`src/rtl/tdm_demux_1x8.sv`:
```
`default_nettype none
// ============================================================================
// Module      : tdm_demux_1x8
// Description : Receive end of an 8-slot serial TDM link. Assembles one bit per
//               enabled cycle into a shadow frame and publishes all 8 slots at
//               once; a slot-0 sync marker locks and realigns the slot counter.
// Revision    : 1.0 - initial release
// ============================================================================
module tdm_demux_1x8 (
  input  logic clk,
  input  logic rst,
  input  logic din,
  input  logic en,
  input  logic sync,
  output logic y0,
  output logic y1,
  output logic y2,
  output logic y3,
  output logic y4,
  output logic y5,
  output logic y6,
  output logic y7,
  output logic s0,
  output logic s1,
  output logic s2,
  output logic frame_valid,
  output logic sync_err,
  output logic locked
);

  typedef enum logic [0:0] {
    HUNT = 1'b0,
    RUN  = 1'b1
  } state_t;

  localparam logic [2:0] SLOT_FIRST = 3'd0;
  localparam logic [2:0] SLOT_LAST  = 3'd7;

  state_t     state;
  state_t     state_nxt;
  logic [7:0] sh;
  logic [7:0] sh_nxt;
  logic [2:0] cnt;
  logic [2:0] cnt_nxt;
  logic [7:0] frame;
  logic [7:0] frame_nxt;
  logic       fv_nxt;
  logic       serr_nxt;

  always_ff @(posedge clk) begin
    if (rst) begin
      state       <= HUNT;
      sh          <= 8'h00;
      cnt         <= SLOT_FIRST;
      frame       <= 8'h00;
      frame_valid <= 1'b0;
      sync_err    <= 1'b0;
      locked      <= 1'b0;
    end else begin
      state       <= state_nxt;
      sh          <= sh_nxt;
      cnt         <= cnt_nxt;
      frame       <= frame_nxt;
      frame_valid <= fv_nxt;
      sync_err    <= serr_nxt;
      locked      <= (state_nxt == RUN);
    end
  end

  always_comb begin
    state_nxt = state;
    sh_nxt    = sh;
    cnt_nxt   = cnt;
    frame_nxt = frame;
    fv_nxt    = 1'b0;
    serr_nxt  = 1'b0;

    case (state)
      HUNT: begin
        if (en && sync) begin
          sh_nxt[0] = din;
          cnt_nxt   = 3'd1;
          state_nxt = RUN;
        end
      end

      RUN: begin
        if (en) begin
          if (sync && (cnt != SLOT_FIRST)) begin
            // Misaligned marker: drop the partial frame and restart at slot 1.
            serr_nxt  = 1'b1;
            sh_nxt[0] = din;
            cnt_nxt   = 3'd1;
          end else begin
            sh_nxt[cnt] = din;
            cnt_nxt     = cnt + 3'd1;
            if (cnt == SLOT_LAST) begin
              // Slot 7 bypasses the shadow so the frame publishes on this edge.
              frame_nxt = {din, sh[6:0]};
              fv_nxt    = 1'b1;
            end
          end
        end
      end

      default: begin
        state_nxt = HUNT;
      end
    endcase
  end

  assign {y7, y6, y5, y4, y3, y2, y1, y0} = frame;
  assign {s2, s1, s0}                     = cnt;

endmodule
`default_nettype wire
```
`config.mk`:
```
export PLATFORM = sky130hd
export DESIGN_NAME = tdm_demux_1x8
export DESIGN_NICKNAME = d
export VERILOG_FILES = /design/src/rtl/tdm_demux_1x8.sv
export SDC_FILE = /design/constraint.sdc
export NUM_CORES = 1
export LEC_CHECK = 0
export CORE_MARGIN = 10
export CORE_UTILIZATION = 33
export CTS_CLUSTER_SIZE = 40
export DETAILED_ROUTE_END_ITERATION = 7
export PLACE_DENSITY_LB_ADDON = 0.25
export REMOVE_ABC_BUFFERS = 1
export SYNTH_ARGS = -nofsm -noshare
export SYNTH_HDL_FRONTEND = slang
export SYNTH_SLANG_ARGS = --single-unit
```
`constraint.sdc`:
```
create_clock -name clk -period 1.3 [get_ports clk]
set_input_delay 0.39 -clock clk [delete_from_list [all_inputs] [get_ports clk]]
set_output_delay 0.39 -clock clk [all_outputs]
set_load 0.01 [all_outputs]
```
==> impl_metrics.json <==
{
  "violations": "setup timing",
  "grt_pass1_wl_um": 4020,
  "end_kind": "register",
  "start_util_pct": 34.5,
  "grt_setup_unrepaired": "yes",
  "fmax_mhz": 714,
  "p_leak_nw": 0.626,
  "met2_length_um": 1280,
  "multiInputGateArea_um2": 631,
  "placed_area_mm2": 0.00131,
  "viasPerCell": 5.08,
  "gp_congestion": 0.736,
  "whs_path_depth": 2,
  "setup_ws_ns": -0.101,
  "die_height_um": 74.0,
  "routed.top_layer": "met4",
  "die_x_um": 74.0,
  "regArea_um2": 430,
  "wire_per_inst_um": 14.6,
  "tns_ns": -0.551,
  "arrival_ns": 1.64,
  "finalHoldWorstSlack_ns": 0.474,
  "yosysWarningCount": 0,
  "drive_gt1_share_pct": 48.6,
  "crit_family": "flip-flops",
  "vias": 858,
  "cts_tree": "built",
  "finalPower_mw": 1.19,
  "critPathMaxStageDelay_ns": 0.37,
  "slew_violations": 0,
  "synth_cells": 95,
  "clock_path_buffers": 2,
  "n_antenna_cell": 0,
  "grt_pass1_vias": 859,
  "crit_top_cell": "buf_6",
  "ios": 19,
  "finalCritPeriodShare_pct": 108,
  "ys_types": 26,
  "finalHoldViolCount": 0,
  "worst-path-max-fanout": 3,
  "startpoint_type": "register",
  "finalClockSkew_ns": 0.00601,
  "hpwl_um": 1580,
  "tightest_slew_ns": 0.286,
  "cts_buffers": 3,
  "crit_required_ns": 1.54,
  "finalWirelength_um": 2470,
  "clock-root-buffer": "clkbuf_4",
  "nNetsFinal": 147,
  "antenna_found_initial": 0,
  "grtUsageTotal_pct": 9.34,
  "clk_latency_ns": 0.31,
  "reg2reg_depth": 7,
  "dr.pass1.iters": 4,
  "fin_cells": 169,
  "die_area_mm2": 0.00547,
  "cts_sinks": 21,
  "overflow": 0,
  "critPathSlowestCell": "dfxtp_4",
  "post-route-min-period_ns": 1.40,
  "core-area_mm2": 0.00278,
  "vdd_ir_drop_max_mv": 0.507,
  "clk_pin_slew_ns": 0.12,
  "rows": 19,
  "drtIter0Drc": 32,
  "drv.max_cap_violation_count": 0,
  "ys_seq_area_share_pct": 43.8,
  "htreeDepth": 1,
  "dp_cells": 158,
  "path_depth": 7,
  "yosys_register_bits": 21,
  "pre_cts_slack_ns": -0.481,
  "p_per_area_mw_per_mm2": 789,
  "setup_violations": 15,
  "drc_errors": 0,
  "max_slew_margin_pct": 80.8,
  "crit_chain": "buf_6 > inv_4 > ha_4 > buf_6 > nand2b_4 > a2111oi_4 > mux2i_1",
  "fin_area_mm2": 0.00151,
  "wl_met3_um": 183,
  "min_path_type": "register to register",
  "syn_area_um2": 961,
  "met1_length_um": 992,
  "worstSetupPathType": "register to register",
  "ff2ff_setup_slack_ns": -0.10,
  "final_util_pct": 54.3,
  "ant_nets": 0,
  "io_buffers": 18,
  "area_growth_pct": 57.3,
  "synth_area_per_cell_um2": 10.1,
  "status": "finished with violations",
  "path_buf_inv": 3,
  "grt_max_degree": 22,
  "fillers": 256
}
==> layout by cell type (no fill, tap or decap), drive strengths merged, types with 4 or more instances in the layout <==
cell,n
buf,29
dfxtp,21
nand2b,19
mux2i,15
clkbuf,11
nand2,4
inv,4
nor4,4
==> worst paths after layout <==
check                                            from                     to
worst max register to register    cnt[0]$_SDFFE_PP0P_     sh[1]$_SDFFE_PP0P_
worst min register to register  frame[0]$_SDFFE_PP0P_  frame[0]$_SDFFE_PP0P_
worst min-delay path            frame[0]$_SDFFE_PP0P_  frame[0]$_SDFFE_PP0P_
worst max-delay path              cnt[0]$_SDFFE_PP0P_     sh[1]$_SDFFE_PP0P_
==> area by class of cell <==
cell class	instances	share of cell area (%)
Sequential cell	21	28.5
Timing Repair Buffer	43	24.3
Tap cell	31	2.57
Clock buffer	4	1.74
Multi-Input combinational cell	66	41.7
Inverter	4	1.16
==> worst reg2reg max path, cell delays in order, from the launching register on <==
cell,delay (ns)
dfxtp_4,0.37
buf_6,0.12
inv_4,0.05
ha_4,0.12
buf_6,0.10
nand2b_4,0.06
a2111oi_4,0.30
mux2i_1,0.21
==> synthesized netlist by cell type <==
| cell | instances | share of area [%] |
|---|---|---|
| a2111oi_2 | 1 | 1.6 |
| a211oi_1 | 2 | 1.6 |
| a21oi_1 | 3 | 1.6 |
| and2_1 | 1 | 0.65 |
| and3b_1 | 1 | 0.91 |
| and4b_1 | 1 | 1.0 |
| buf_2 | 1 | 0.52 |
| clkbuf_1 | 3 | 1.2 |
| dfxtp_1 | 21 | 44 |
| ha_1 | 3 | 3.9 |
| inv_1 | 3 | 1.2 |
| inv_2 | 1 | 0.39 |
| mux2i_1 | 15 | 16 |
| nand2_1 | 4 | 1.6 |
| nand2b_1 | 18 | 12 |
| nand2b_4 | 1 | 1.4 |
| nand3_1 | 2 | 1.0 |
| nand3b_1 | 1 | 0.78 |
| nor2_1 | 2 | 0.78 |
| nor2b_2 | 1 | 0.91 |
| nor4_1 | 4 | 2.6 |
| o211a_1 | 1 | 1.0 |
| o211ai_1 | 2 | 1.6 |
| o211ai_2 | 1 | 1.3 |
| o21ai_0 | 1 | 0.52 |
| o32ai_1 | 1 | 0.91 |
==> power breakdown <==
part           internal (mW)  switching (mW)
logic                  0.119           0.101
registers              0.651         0.00522
clock network          0.120           0.197
==> flip-flops by register name, summed over array words and instances, names as in the netlist <==
name         count
state            1
cnt              3
sh               7
frame_valid      1
frame            8
sync_err         1
==> metal layers <==
metal,vias up,global-route usage (%)
li1,422,-
met1,415,10.1
met2,19,16.0
met3,2,3.99
met4,0,3.11
met5,-,0
==> cell families after synthesis <==
logic type               share of synthesized area (%)
AO/OA/AOI/OAI                                     10.0
adder cells (fa/ha/maj)                           3.91
multiplexers                                      15.6
buffers and inverters                             3.25
AND/OR/NAND/NOR                                   23.4
flip-flops                                        43.7
==> repair_timing <==
action	CTS	global route
resized for setup	64	23
setup endpoints to repair	33	32
hold endpoints to repair	0	0
hold buffers	0	0
buffers inserted	5	2
pin swaps	8	5
Note: power is estimated with default switching activity, not from simulation.
